<file path="src/rtl/cpu_pkg.sv">
// Shared definitions for the 24-bit single-cycle CPU front end:
// opcode constants, instruction field positions and the fetch state encoding.
package cpu_pkg;

  // Opcode encodings (instr[23:20])
  localparam logic [3:0] OP_RTYPE = 4'b0110;
  localparam logic [3:0] OP_ADDI  = 4'b0001;
  localparam logic [3:0] OP_LS    = 4'b0010;
  localparam logic [3:0] OP_SS    = 4'b0011;
  localparam logic [3:0] OP_BR    = 4'b0100;
  localparam logic [3:0] OP_HALT  = 4'b1111;

  // Instruction field bit positions
  localparam int OPCODE_MSB = 23;
  localparam int OPCODE_LSB = 20;
  localparam int RS_MSB     = 19;
  localparam int RS_LSB     = 16;
  localparam int RT_MSB     = 15;
  localparam int RT_LSB     = 12;
  localparam int IMM_MSB    = 11;
  localparam int IMM_LSB    = 0;
  localparam int RD_MSB     = 11;
  localparam int RD_LSB     = 8;
  localparam int FUNCT_MSB  = 7;
  localparam int FUNCT_LSB  = 0;

  localparam int IMM_W = IMM_MSB - IMM_LSB + 1;

  // Fetch unit control states
  typedef enum logic [1:0] {
    FETCH = 2'b00,
    ISSUE = 2'b01,
    HALT  = 2'b10
  } fetch_state_e;

  // True for every opcode the decoder understands, HALT included.
  function automatic logic is_legal_opcode(input logic [3:0] op);
    logic legal;
    case (op)
      OP_RTYPE, OP_ADDI, OP_LS, OP_SS, OP_BR, OP_HALT: legal = 1'b1;
      default:                                         legal = 1'b0;
    endcase
    return legal;
  endfunction

endpackage

</file>
<file path="src/rtl/instruction_fetch_unit_if.sv">
// Bundles the instruction-memory request/ack port and the issue
// valid/ready port of the fetch unit. The fetch unit is the master;
// instruction memory plus decoder/datapath form the slave side.
interface instruction_fetch_unit_if #(
  parameter int ADDR_W  = 10,
  parameter int INSTR_W = 24
);

  // Instruction memory side
  logic                imem_req;
  logic [ADDR_W-1:0]   imem_addr;
  logic                imem_ack;
  logic [INSTR_W-1:0]  imem_rdata;

  // Issue side toward decoder and datapath
  logic                issue_valid;
  logic                issue_ready;
  logic [INSTR_W-1:0]  instr;
  logic [3:0]          OPCODE;
  logic [ADDR_W-1:0]   pc;
  logic                Branch;
  logic                BranchCond;

  // Status
  logic                halted;
  logic                illegal_op;

  modport master (
    output imem_req, imem_addr, issue_valid, instr, OPCODE, pc, halted, illegal_op,
    input  imem_ack, imem_rdata, issue_ready, Branch, BranchCond
  );

  modport slave (
    input  imem_req, imem_addr, issue_valid, instr, OPCODE, pc, halted, illegal_op,
    output imem_ack, imem_rdata, issue_ready, Branch, BranchCond
  );

endinterface

</file>
<file path="src/rtl/instruction_fetch_unit_next_pc.sv">
// next_pc_calc: sequential successor of pc, optionally displaced by the
// sign-extended 12-bit immediate. Everything wraps modulo 2^ADDR_W.
module next_pc_calc
  import cpu_pkg::*;
#(
  parameter int ADDR_W = 10
) (
  input  logic [ADDR_W-1:0] pc,
  input  logic [IMM_W-1:0]  imm12,
  input  logic              take_branch,
  output logic [ADDR_W-1:0] next_pc
);

  // Wide enough to hold both the sign-extended immediate and the pc.
  localparam int EXT_W = (ADDR_W > IMM_W) ? ADDR_W : IMM_W;

  logic [EXT_W-1:0]  imm_ext;
  logic [ADDR_W-1:0] offset;
  logic              unused_imm_bits;

  // Sign-extend, truncate to the pc width and add pc + 1.
  always_comb begin
    imm_ext         = EXT_W'($signed(imm12));
    // Bits above ADDR_W vanish in the modulo sum.
    unused_imm_bits = ^imm_ext;
    offset          = take_branch ? imm_ext[ADDR_W-1:0] : '0;
    next_pc         = pc + ADDR_W'(1) + offset;
  end

endmodule

</file>
<file path="src/rtl/instruction_fetch_unit.sv">
// Instruction fetch unit: owns the PC, fetches 24-bit words over a
// req/ack handshake, issues them under valid/ready, resolves branches
// on issue acceptance, drops illegal opcodes and stops on HALT.
module instruction_fetch_unit
  import cpu_pkg::*;
#(
  parameter int                ADDR_W   = 10,
  parameter int                INSTR_W  = 24,
  parameter logic [ADDR_W-1:0] RESET_PC = '0
) (
  input  logic                     Clock,
  input  logic                     Reset,
  instruction_fetch_unit_if.master bus
);

  fetch_state_e         state_q, state_d;
  logic [ADDR_W-1:0]    pc_q, pc_d;
  logic [INSTR_W-1:0]   instr_q, instr_d;
  logic                 imem_req_q, imem_req_d;
  logic                 issue_valid_q, issue_valid_d;
  logic                 halted_q, halted_d;
  logic                 illegal_op_q, illegal_op_d;

  logic [3:0]           fetched_op;
  logic                 take_branch;
  logic [ADDR_W-1:0]    next_pc;

  // Branch inputs only matter on the cycle an issued instruction is accepted;
  // in every other state the calculator yields pc + 1.
  assign take_branch = (state_q == ISSUE) & bus.Branch & bus.BranchCond;

  next_pc_calc #(
    .ADDR_W (ADDR_W)
  ) u_next_pc (
    .pc          (pc_q),
    .imm12       (instr_q[IMM_MSB:IMM_LSB]),
    .take_branch (take_branch),
    .next_pc     (next_pc)
  );

  assign fetched_op = bus.imem_rdata[OPCODE_MSB:OPCODE_LSB];

  // Next-state and next-output logic for the FETCH / ISSUE / HALT controller.
  always_comb begin
    // NOTE: every _d gets a default first so no path through the case can infer a latch.
    state_d       = state_q;
    pc_d          = pc_q;
    instr_d       = instr_q;
    imem_req_d    = 1'b0;
    issue_valid_d = 1'b0;
    halted_d      = halted_q;
    illegal_op_d  = 1'b0;

    case (state_q)
      FETCH: begin
        imem_req_d = 1'b1;
        // An ack only counts while our request is actually on the bus.
        if (imem_req_q && bus.imem_ack) begin
          instr_d = bus.imem_rdata;
          if (fetched_op == OP_HALT) begin
            state_d    = HALT;
            halted_d   = 1'b1;
            imem_req_d = 1'b0;
          end else if (!is_legal_opcode(fetched_op)) begin
            // Skip the word and immediately request the next one.
            illegal_op_d = 1'b1;
            pc_d         = next_pc;
          end else begin
            state_d       = ISSUE;
            issue_valid_d = 1'b1;
            imem_req_d    = 1'b0;
          end
        end
      end

      ISSUE: begin
        issue_valid_d = 1'b1;
        if (bus.issue_ready) begin
          pc_d          = next_pc;
          state_d       = FETCH;
          issue_valid_d = 1'b0;
          imem_req_d    = 1'b1;
        end
      end

      HALT: begin
        halted_d = 1'b1;
      end

      default: begin
        state_d = FETCH;
      end
    endcase
  end

  // State and output registers with synchronous reset.
  always_ff @(posedge Clock) begin
    // NOTE: sequential state uses non-blocking assignments so every flop samples pre-edge values.
    if (Reset) begin
      state_q       <= FETCH;
      pc_q          <= RESET_PC;
      instr_q       <= '0;
      imem_req_q    <= 1'b0;
      issue_valid_q <= 1'b0;
      halted_q      <= 1'b0;
      illegal_op_q  <= 1'b0;
    end else begin
      state_q       <= state_d;
      pc_q          <= pc_d;
      instr_q       <= instr_d;
      imem_req_q    <= imem_req_d;
      issue_valid_q <= issue_valid_d;
      halted_q      <= halted_d;
      illegal_op_q  <= illegal_op_d;
    end
  end

  assign bus.imem_req    = imem_req_q;
  assign bus.imem_addr   = pc_q;
  assign bus.issue_valid = issue_valid_q;
  assign bus.instr       = instr_q;
  assign bus.OPCODE      = instr_q[OPCODE_MSB:OPCODE_LSB];
  assign bus.pc          = pc_q;
  assign bus.halted      = halted_q;
  assign bus.illegal_op  = illegal_op_q;

endmodule
</file>
<file path="src/flat_wrapper.sv">
// flat-port wrapper written by rule: the top's interface ports become plain ports
module instruction_fetch_unit_flat import cpu_pkg::*;
#(
  parameter int                ADDR_W   = 10,
  parameter int                INSTR_W  = 24,
  parameter logic [ADDR_W-1:0] RESET_PC = '0
)
  (Clock, Reset, bus_imem_req, bus_imem_addr, bus_issue_valid, bus_instr, bus_OPCODE, bus_pc, bus_halted, bus_illegal_op, bus_imem_ack, bus_imem_rdata, bus_issue_ready, bus_Branch, bus_BranchCond);
  instruction_fetch_unit_if #(.ADDR_W(ADDR_W), .INSTR_W(INSTR_W)) bus_i ();
  input  logic Clock;
  input  logic Reset;
  output wire logic [$bits(bus_i.imem_req)-1:0] bus_imem_req;
  output wire logic [$bits(bus_i.imem_addr)-1:0] bus_imem_addr;
  output wire logic [$bits(bus_i.issue_valid)-1:0] bus_issue_valid;
  output wire logic [$bits(bus_i.instr)-1:0] bus_instr;
  output wire logic [$bits(bus_i.OPCODE)-1:0] bus_OPCODE;
  output wire logic [$bits(bus_i.pc)-1:0] bus_pc;
  output wire logic [$bits(bus_i.halted)-1:0] bus_halted;
  output wire logic [$bits(bus_i.illegal_op)-1:0] bus_illegal_op;
  input wire logic [$bits(bus_i.imem_ack)-1:0] bus_imem_ack;
  input wire logic [$bits(bus_i.imem_rdata)-1:0] bus_imem_rdata;
  input wire logic [$bits(bus_i.issue_ready)-1:0] bus_issue_ready;
  input wire logic [$bits(bus_i.Branch)-1:0] bus_Branch;
  input wire logic [$bits(bus_i.BranchCond)-1:0] bus_BranchCond;
  assign bus_imem_req = bus_i.imem_req;
  assign bus_imem_addr = bus_i.imem_addr;
  assign bus_issue_valid = bus_i.issue_valid;
  assign bus_instr = bus_i.instr;
  assign bus_OPCODE = bus_i.OPCODE;
  assign bus_pc = bus_i.pc;
  assign bus_halted = bus_i.halted;
  assign bus_illegal_op = bus_i.illegal_op;
  assign bus_i.imem_ack = bus_imem_ack;
  assign bus_i.imem_rdata = bus_imem_rdata;
  assign bus_i.issue_ready = bus_issue_ready;
  assign bus_i.Branch = bus_Branch;
  assign bus_i.BranchCond = bus_BranchCond;
  instruction_fetch_unit #(.ADDR_W(ADDR_W), .INSTR_W(INSTR_W), .RESET_PC(RESET_PC)) u_core (.Clock(Clock), .Reset(Reset), .bus(bus_i));
endmodule
</file>
<file path="config.mk">
export PLATFORM = sky130hd
export DESIGN_NAME = instruction_fetch_unit_flat
export DESIGN_NICKNAME = d
export VERILOG_FILES = /design/src/rtl/cpu_pkg.sv /design/src/rtl/instruction_fetch_unit_if.sv /design/src/rtl/instruction_fetch_unit_next_pc.sv /design/src/rtl/instruction_fetch_unit.sv /design/src/flat_wrapper.sv
export SDC_FILE = /design/constraint.sdc
export NUM_CORES = 1
export LEC_CHECK = 0
export CAP_MARGIN = 0
export CORE_MARGIN = 5
export CORE_UTILIZATION = 40
export CTS_CLUSTER_SIZE = 25
export DETAILED_ROUTE_END_ITERATION = 10
export PLACE_DENSITY = 0.84
export SETUP_SLACK_MARGIN = 0.15
export SYNTH_ARGS = -nofsm -noshare
export SYNTH_HDL_FRONTEND = slang
export SYNTH_HIERARCHICAL = 1
export SYNTH_SLANG_ARGS = --single-unit
</file>
<file path="constraint.sdc">
create_clock -name Clock -period 2.31 [get_ports Clock]
set_clock_uncertainty 0.2 [all_clocks]
set_input_delay 0.462 -clock Clock [delete_from_list [all_inputs] [get_ports Clock]]
set_output_delay 0.462 -clock Clock [all_outputs]
set_load 0.1 [all_outputs]
</file>
==> results.md, run 1 <==
* Vias in the first global route at 1964
* Reg clk slew, reported paths at roughly 80 ps
* DRC viols at 0
* Syn avg cell area at about 8.2 sq um
* Gpl congestion at 0.8562
* Synthesized Nets at 302
* Commonest cells after routing, fill and taps aside: 74 x buf_4, 53 x nand2_1, 27 x clkdlybuf4s50_1
* Filler cells at 422
* Proportion of synthesized area in mux cells at 4.640%
* PnR worst setup slack at -151.4 ps
* Share of layout cells above drive strength 1 at 38.51%
* Critical path arrival at approximately 2500 ps
* Routed vias/inst at between 4 and 5
* #FFs+latches synth at 40
* Final count of negative-setup-slack endpoints at 4
* Max H-tree Level at 2
* Leak Pwr at 1.408 nW
* RSZ-0062 raised after global routing: true
* GRT Total Usage at 15.18%
* Longest Clk Path Bufs at 2
* Post-synthesis sequential area ratio at between 30% and 40%
* GR Overflow Total at 0
* Maxcap violations at 0
* Synth Area in Simple Gates at between 20% and 30%
* # IOs at 82
* Xor and xnor area share after synthesis at under 10%
* Vias at between 2000 and 2500
* Cells after synthesis at 262
* Die area at 6961 sq um
* Peak supply drop at between 0.3 and 0.4 mV
* Post-Route WL at 5.724 mm
* Synth Warn # at 6
* Slew Viols, Final at 0
* Crit path kind: in2reg
* # clock sinks at 40
* Post-Synth Adder-Cell Area at 6.148%
* Synthesized area at 2157 sq um
* Height of the chip at 83.44 um
* Antenna diode count at 0
* Critical R2R Capture: u_core/bus.imem_addr[8]$_SDFFE_PP0P_
* Hpwl dp at 4.129 mm
* Critical Path Sink: u_core/bus.imem_addr[8]$_SDFFE_PP0P_
* Area post-placement at 3008 sq um
* Clock Latency Late Sink at approximately 280 ps
* CP max FO at 7
* Worst Setup Start Kind: input pin
* Largest family of logic cells by synthesized area: simple AND/OR/NAND/NOR gates
* Drt wl/cell at roughly 14 um
* I/O Buffers at 81
* Fin area at roughly 3300 sq um
* Final ANT Viol Nets at 0
* Crit. End Element: flop
* Pwr/cell area at 542.9 nW/um^2
* Hold Buf Count CTS at 0
* Largest net degree at the start of global routing at 33
* Outcome: finished, violations left
* Initial Util at a little over two fifths
* FF-to-FF Start: u_core/state_q[1]$_SDFFE_PP0P_
* Final hold violations at 0
* Synth Area in Compound Gates at 13.63%
* Worst Tran Pin Value at 414.4 ps
* Unique masters post-synth at 39
* Rows at 26
* R2R Setup Slk at -140 ps
* Root buf cell: clkbuf_8
* Critical Path RT at 2330 ps
* Initial DRC Count at 70
* R2R cell count at 10
* Die width at 83.44 um
* Fin util at 63.72%
* Area grow syn2layout at 52.78%
* Nets at 387
* Max frequency at 406.3 MHz
* Hold WC Path Type: reg2reg
* First-pass GRT wire length at 8.866 mm
* Crit. Startpoint: bus_BranchCond
* Violated checks: negative setup slack
* Final period utilization at 106.6%
* TNS Setup at -294.8 ps
* Num CTS Buffers at 5
* Rel. slew slack at 72.26%
* TritonCTS clock tree: built
* Antenna violations before repair at 0
* Total iterations of the first detailed-routing run at 4
* Tmin final at 2461 ps
* Pwr Total at ~1.8 mW
* Most common cell after layout, fill and taps aside: buf_4
* CORE AREA at 5172 sq um
## logic make-up (layout without fill, tap and decap cells)
kind of cell             after synthesis  count (layout)
AND/OR/NAND/NOR                      110             110
AO/OA/AOI/OAI                         47              47
flip-flops                            40              40
buffers and inverters                 35             121
adder cells (fa/ha/maj)               10              10
XOR/XNOR                              10              10
multiplexers                          10              10
## critical path, cell delays in order
cell	delay (ps)
dlygate4sd2_1	230
and4b_2	270
and2_4	160
ha_4	220
o211ai_1	380
a21oi_4	60
a21o_1	210
a21oi_2	150
xnor2_1	130
nand2b_1	80
mux2i_1	120
## layer usage
metal,share of wire (%),GRT usage [%]
met1,43,17.80
met2,49,26.24
met3,6.2,4.653
met4,1.5,5.117
met5,0,0
## repair_timing
action	in CTS	in global routing
pin swaps	11	17
resized for setup	12	19
setup buffers	2	1
setup endpoints to repair	8	8
## Yosys cell counts (all sizes together)
| cell type | n | area share [%] |
|---|---|---|
| nand3 | 8 | 1.9 |
| o21ai | 3 | 0.70 |
| dfxtp | 40 | 37 |
| nor2b | 1 | 0.29 |
| xnor2 | 9 | 3.7 |
| nor3b | 1 | 0.35 |
| o2111ai | 1 | 0.41 |
| inv | 6 | 1.0 |
| or3 | 1 | 0.29 |
| nor3 | 4 | 1.5 |
| a2111oi | 1 | 0.70 |
| mux2i | 10 | 4.6 |
| o221ai | 1 | 0.41 |
| and3 | 1 | 0.29 |
| o311a | 1 | 0.46 |
| o21ba | 2 | 0.93 |
| nor2 | 7 | 1.2 |
| o211ai | 1 | 0.35 |
| a31oi | 2 | 0.58 |
| fa | 1 | 0.93 |
| o21a | 1 | 0.35 |
| a21o | 3 | 1.0 |
| nand2 | 56 | 9.7 |
| xor2 | 1 | 0.41 |
| ha | 9 | 5.2 |
| a21oi | 29 | 6.9 |
| nand2b | 22 | 6.4 |
| and4b | 1 | 0.46 |
| buf | 22 | 7.3 |
| and2 | 7 | 2.0 |
| o32ai | 2 | 0.81 |
| nand4 | 1 | 0.29 |
| clkbuf | 7 | 1.4 |
## power breakdown
group	internal [mW]	leakage [nW]	switching, mW	total (mW)
Sequential	0.719	0.334	0.0206	0.740
Combinational	0.148	1.02	0.339	0.487
Clock	0.321	0.0552	0.242	0.563
Total	1.19	1.41	0.601	1.79
## cell type report
| class | instances | area [sq um] | area share, % |
|---|---|---|---|
| clock buffers | 6 | 72.57 | 2.202 |
| well taps | 70 | 87.58 | 2.658 |
| flip-flops and latches | 40 | 823.3 | 24.98 |
| repair buffers | 107 | 905.9 | 27.49 |
| multi-input cells | 187 | 1349 | 40.93 |
| inverters | 6 | 22.52 | 0.6834 |
| clock inverters | 2 | 35.03 | 1.063 |
## metrics by stage
stage | worst slack [ps] | instances | hold WS, ps
after floorplan | -84.38 | 262 | 343.8
after global placement | -558.8 | 407 | 243.5
after detailed placement | -629.9 | 407 | 248.3
after CTS | -105.0 | 417 | 259.4
after global routing | -212.2 | 418 | 288.0
final | -151.4 | 418 | 259.2
## state kept, by name, summed over array words and instances, names as in the netlist
register,flops
u_core/bus.issue_valid,1
u_core/bus.imem_addr,10
u_core/bus.illegal_op,1
u_core/state_q,2
u_core/bus.instr,24
u_core/bus.halted,1
u_core/bus.imem_req,1
## worst min-delay path by stage
stage / start / end / slack [ps] / depth (start not counted)
floorplan: u_core/state_q[0]$_SDFFE_PP0P_ / u_core/state_q[1]$_SDFFE_PP0P_ / 340 / 2
global placement: u_core/bus.instr[12]$_SDFFE_PP0P_ / u_core/bus.instr[12]$_SDFFE_PP0P_ / 240 / 2
detailed placement: u_core/bus.instr[17]$_SDFFE_PP0P_ / u_core/bus.instr[17]$_SDFFE_PP0P_ / 250 / 2
CTS: u_core/bus.instr[17]$_SDFFE_PP0P_ / u_core/bus.instr[17]$_SDFFE_PP0P_ / 260 / 2
global route: u_core/bus.instr[12]$_SDFFE_PP0P_ / u_core/bus.instr[12]$_SDFFE_PP0P_ / 290 / 2
finish: u_core/bus.instr[11]$_SDFFE_PP0P_ / u_core/bus.instr[11]$_SDFFE_PP0P_ / 260 / 2
Note: power is estimated with default switching activity, not from simulation.
==> inputs of run 2 (changes only) <==
--- a/config.mk
+++ b/config.mk
@@ -7,10 +7,10 @@
 export LEC_CHECK = 0
 export CAP_MARGIN = 0
 export CORE_MARGIN = 5
-export CORE_UTILIZATION = 40
+export CORE_UTILIZATION = 30
 export CTS_CLUSTER_SIZE = 25
 export DETAILED_ROUTE_END_ITERATION = 10
-export PLACE_DENSITY = 0.84
+export PLACE_DENSITY = 0.67
 export SETUP_SLACK_MARGIN = 0.15
 export SYNTH_ARGS = -nofsm -noshare
 export SYNTH_HDL_FRONTEND = slang
==> run 2 against run 1 <==
Compared with the run above:
- the flow still finishes with violations (negative setup slack)
- flip-flop and latch count did not move
- wire length fell by 3.8%
- largest power group unchanged
- power fell by 4.6%
- sequential share of layout area rose by 0.71 points
- non-clock buffer count rose by 1
- largest cell class unchanged
- cell count rose by 7.2%
- sequential power barely moved
- via count fell by 2.1%
- combinational power fell by 1%
- die area rose by 29%
- setup slack improved by 140 ps
- critical endpoint is now u_core/bus.imem_addr[9]$_SDFFE_PP0P_
- clock power fell by 13%
==> results.md, run 2 (same netlist as run 1, synthesis figures left out) <==
* Vias in the first global route at about 1800
* Initial DRC Count at 58
* Vias at 1995
* Initial Util at 30.22%
* Max frequency at between 400 and 500 MHz
* Peak supply drop at 0.2196 mV
* Reg clk slew, reported paths at 80 ps
* Area post-placement at 3054 sq um
* Outcome: finished, violations left
* Crit path kind: in2reg
* Leak Pwr at 1.392 nW
* Area grow syn2layout at 48.55%
* NetSw at 605.7 uW
* Tmin final at 2324 ps
* Num CTS Buffers at 5
* Die width at 94.80 um
* Height of the chip at 94.80 um
* Commonest cells after routing, fill and taps aside: 78 x buf_4, 55 x nand2_1, 27 x clkdlybuf4s50_1
* CP max stage delay at 260 ps
* Pwr Total at about 1.7 mW
* Antenna violations before repair at 0
* Combinational share of power at between 20% and 30%
* Root buf cell: clkbuf_8
* Crit. End Element: flop
* Total iterations of the first detailed-routing run at 4
* TritonCTS clock tree: built
* Die area at 8986 sq um
* I/O Buffers at between 80 and 90
* Pwr/cell area at 532.9 nW/um^2
* # IOs at 82
* Share of layout cells above drive strength 1 at 35.24%
* Clock Latency Late Sink at 290 ps
* Post-Route WL at about 5.5 mm
* DRC viols at 0
* GR Util met3 at 4.542%
* Internal Power at 1.102 mW
* Nets at between 300 and 400
* Routed vias/inst at 4.453
* Max reg flops at 24
* Worst Tran Pin Value at ~400 ps
* DP Worst Slack at -609.8 ps
* Critical path arrival at 2350 ps
* # clock sinks at 40
* Met2 Usage GRT at a little over a fifth
* Filler cells at between 700 and 800
* Most common cell after layout, fill and taps aside: buf_4
* Drt wl/cell at 12.29 um
* Ordered list of cells on the worst path: dlygate4sd2_1 > and4b_2 > nand2_2 > inv_1 > ha_1 > nor2b_1 > o2111ai_1 > nand3_2 > o221ai_2 > xnor2_1 > nand2b_1 > mux2i_1
* CP max FO at 7
* Final count of negative-setup-slack endpoints at 3
* Final ANT Viol Nets at 0
* Maxcap violations at 0
* Net Sw Frac at 35.47%
* Max H-tree Level at 2
* # placed instances at 439
* Final instance count without filler cells at 448
* Hold WC Path Type: reg2reg
* First-pass GRT wire length at 8.528 mm
* Largest net degree at the start of global routing at 21
* RSZ-0062 raised after global routing: true
* Final hold violations at 0
* CORE AREA at 7137 sq um
* Sequential share of power at 43.2%
* Slowest cell on crit path: and4b_2
* Clock power frac at 28.6%
* Antenna diode count at 0
* Hpwl dp at around 4.4 mm
* GR Overflow Total at 0
* Worst Setup Start Kind: input pin
* Fin util at between 40 and 50%
* Slew Viols, Final at 0
* Violated checks: negative setup slack
* Fin area at 3204 sq um
* PnR worst setup slack at -13.83 ps
* Rows at 31
* Longest Clk Path Bufs at 2
* GRT Total Usage at 12.12%
* Rel. slew slack at around three quarters
* Gpl congestion at between 0.7 and 0.8
* Met1 GRT Util at 13.76%
* Final period utilization at 100.6%
* GRT busiest layer: met2
* Critical Path RT at 2340 ps
run 2: power groups by stage:
stage | clock [mW] | sequential, mW | combinational [mW]
after global routing | 0.542 | 0.743 | 0.506
after detailed placement | 0 | 0.755 | 0.487
after global placement | 0 | 0.754 | 0.483
after floorplan | 0 | 0.946 | 0.155
after CTS | 0.512 | 0.739 | 0.487
final | 0.488 | 0.738 | 0.482
run 2: final timing paths:
path / start / endpoint / slack (ps) / cells after the start
min reg2reg: u_core/bus.instr[16]$_SDFFE_PP0P_ / u_core/bus.instr[16]$_SDFFE_PP0P_ / 260 / 2
max: bus_Branch / u_core/bus.imem_addr[9]$_SDFFE_PP0P_ / -10 / 12
max reg2reg: u_core/state_q[1]$_SDFFE_PP0P_ / u_core/bus.imem_addr[8]$_SDFFE_PP0P_ / 0 / 11
min: u_core/bus.instr[16]$_SDFFE_PP0P_ / u_core/bus.instr[16]$_SDFFE_PP0P_ / 260 / 2
run 2: what timing repair did:
action                     in CTS  in global routing
hold buffers                    0                  0
setup buffers                   0                  1
gates resized for setup         4                  6
pin swaps                       9                  8
setup endpoints to repair       9                  8
run 2: area by class of cell:
class	count	area (sq um)	area share [%]
inverter	6	22.52	0.7029
clock inverter	2	10.01	0.3124
tap	99	123.9	3.866
multi-input combinational	187	1249	38.97
timing repair buffer	108	893.4	27.88
sequential	40	823.3	25.69
clock buffer	6	82.58	2.577
run 2: layer usage:
metal	part of all wire [%]	wire [um]
met5	0	0
met4	1.1	62
met3	6.6	362
met2	50	2775
met1	42	2305
run 2: through the flow:
step,setup TNS (ps),hold WS [ps]
floorplan,-108.5,343.8
global placement,-3444,243.0
detailed placement,-3857,248.5
CTS,-141.4,260.1
global route,-582.0,282.0
finish,-27.50,258.2
run 2: worst max-delay path: cells and delay by family:
kind	cells	cell delay [ps]
multiplexers	1	120
adder cells (fa/ha/maj)	1	260
AND/OR/NAND/NOR	5	720
AO/OA/AOI/OAI	2	380
buffers and inverters	2	270
XOR/XNOR	1	150
==> inputs of run 3 (changes only) <==
--- a/config.mk
+++ b/config.mk
@@ -8,10 +8,12 @@
 export CAP_MARGIN = 0
 export CORE_MARGIN = 5
 export CORE_UTILIZATION = 30
+export CTS_CLUSTER_DIAMETER = 100
 export CTS_CLUSTER_SIZE = 25
 export DETAILED_ROUTE_END_ITERATION = 10
-export PLACE_DENSITY = 0.67
+export PLACE_DENSITY = 0.65
 export SETUP_SLACK_MARGIN = 0.15
+export SLEW_MARGIN = 25
 export SYNTH_ARGS = -nofsm -noshare
 export SYNTH_HDL_FRONTEND = slang
 export SYNTH_HIERARCHICAL = 1
==> constraint.sdc (replaced) <==
create_clock -name Clock -period 2.3 [get_ports Clock]
set_clock_uncertainty 0.2 [all_clocks]
set_input_delay 0.46 -clock Clock [delete_from_list [all_inputs] [get_ports Clock]]
set_output_delay 0.46 -clock Clock [all_outputs]
set_load 0.1 [all_outputs]
==> run 3 against run 2 <==
Compared with the run above:
- the run still ends with negative setup slack left
- flip-flop and latch count is the same
- combinational power up 2%
- power grew 5.9%
- core utilization is 2.3 points higher
- critical path type unchanged
==> results.md, run 3 (same netlist as run 1, synthesis figures left out) <==
* Routed vias/inst at 4.481
* Met1 Wirelength at 2.449 mm
* GR Overflow Total at 0
* DR WL met3 at 388 um
* Final instance count without filler cells at 453
* Drt wl/cell at 12.97 um
* Min Hold Slack at 257.9 ps
* Crit path kind: in2reg
* R2R Setup Slk at -80 ps
* Crit. End Element: flop
* Highest metal used: met4
* TritonCTS clock tree: built
* # IOs at 82
* # placed instances at 440
* Fin area at ~3400 sq um
* Worst Setup Start Kind: input pin
* Die area at 8986 sq um
* Reg area at 823.3 sq um
* Pwr/cell area at 537.2 nW/um^2
* Hold WC Path Type: reg2reg
* Filler cells at 744
* Violated checks: negative setup slack
* Root buf cell: clkbuf_8
* Ordered list of cells on the worst path: dlygate4sd2_1 > and4b_2 > buf_12 > and2_4 > ha_4 > o211ai_1 > a21oi_4 > a21o_1 > a21oi_2 > xnor2_1 > nand2b_1 > mux2i_1
* Longest Clk Path Bufs at 2
* Met2 wire len at 2.988 mm
* Hold Buf Count CTS at 0
* Pwr Total at 1.809 mW
* Height of the chip at 94.80 um
* Nets at 393
* Reg clk slew, reported paths at roughly 80 ps
* Post-Route WL at slightly below 6 mm
* Largest net degree at the start of global routing at 34
* Initial Util at 30.22%
* CORE AREA at 7137 sq um
* TNS Setup at -226.9 ps
* Vias in the first global route at roughly 2100
* Num CTS Buffers at 5
* DRC viols at 0
* Area grow syn2layout at 56.09%
* Antenna violations before repair at 0
* Final ANT Viol Nets at 0
* Critical Path RT at ~2300 ps
* # clock sinks at 40
* GRT Total Usage at 13.68%
* PnR worst setup slack at -87.85 ps
* Peak supply drop at 0.2793 mV
* Gpl congestion at 0.7796
* Max reg flops at 24
* Share of layout cells above drive strength 1 at between 30% and 40%
* Hpwl dp at 4.355 mm
* Leak Pwr at 1.429 nW
* Commonest cells after routing, fill and taps aside: 81 x buf_4, 53 x nand2_1, 27 x clkdlybuf4s50_1
* First-pass GRT wire length at between 9 and 10 mm
* Final count of negative-setup-slack endpoints at 4
* Outcome: finished, violations left
* RSZ-0062 raised after global routing: true
* Final hold violations at 0
* Maxcap violations at 0
* I/O Buffers at 81
* Rows at 31
* Initial DRC Count at 58
* Die width at 94.80 um
* Most common cell after layout, fill and taps aside: buf_4
* Vias at slightly above 2000
* Worst Tran Pin Value at between 300 and 400 ps
* Fin util at 47.18%
* Critical path arrival at 2410 ps
* Slowest cell on crit path: o211ai_1
* CP max stage delay at 270 ps
* Final period utilization at 103.8%
* Area post-placement at slightly above 3000 sq um
* Clock Latency Late Sink at 290 ps
* Multi-input logic area at around 1300 sq um
* Antenna diode count at 0
* CP max FO at 6
* Tmin final at 2388 ps
* Total iterations of the first detailed-routing run at 4
* Slew Viols, Final at 0
* Max frequency at 418.8 MHz
* DP Worst Slack at -672.4 ps
* Rel. slew slack at 74.79%
* Max H-tree Level at 2
-- run 3: cell types whose count changed in the layout (fill, tap and decap cells not counted), sizes merged --
cell and change:
dlygate4sd2 -1, buf +5, clkinv -1, clkdlybuf4s15 +1, bufinv +1
-- run 3: repair_timing --
item	in CTS	in global routing
gates resized for setup	23	9
endpoints found under the setup margin	9	8
pin swaps	19	17
buffers inserted	4	1
-- run 3: critical path: cells and delay by family --
family | cells | cell delay, ps
AOI/OAI and AO/OA | 4 | 650
and+or+nand+nor | 3 | 440
buffers and inverters | 2 | 370
adders and majority gates | 1 | 220
xor gates and xnor gates | 1 | 130
muxes | 1 | 120
-- run 3: layer usage --
layer	vias up	track usage, %
met5	-	0
met2	54	23.19
met4	0	3.966
met1	933	16.42
met3	5	4.542
li1	1038	-
-- run 3: power by group --
group / total [mW] / leakage [nW] / internal (mW) / switching [mW]
Sequential: 0.743 / 0.334 / 0.722 / 0.0203
Clock: 0.574 / 0.0552 / 0.322 / 0.252
Combinational: 0.492 / 1.04 / 0.149 / 0.343
-- run 3: path summary, 6_finish.rpt --
check             cells past startpoint                                    to                              start
hold reg to reg                       2     u_core/bus.instr[15]$_SDFFE_PP0P_  u_core/bus.instr[15]$_SDFFE_PP0P_
setup / recovery                     12  u_core/bus.imem_addr[8]$_SDFFE_PP0P_                     bus_BranchCond
setup reg to reg                     11  u_core/bus.imem_addr[8]$_SDFFE_PP0P_     u_core/state_q[1]$_SDFFE_PP0P_
hold / removal                        2     u_core/bus.instr[15]$_SDFFE_PP0P_  u_core/bus.instr[15]$_SDFFE_PP0P_
-- run 3: layout make-up --
class | instances | area share (%)
clock buffer | 6 | 2.155
clock inverter | 2 | 1.041
inverter | 6 | 0.7432
multi-input combinational | 187 | 39.76
sequential | 40 | 24.45
tap | 99 | 3.679
timing repair buffer | 113 | 28.17
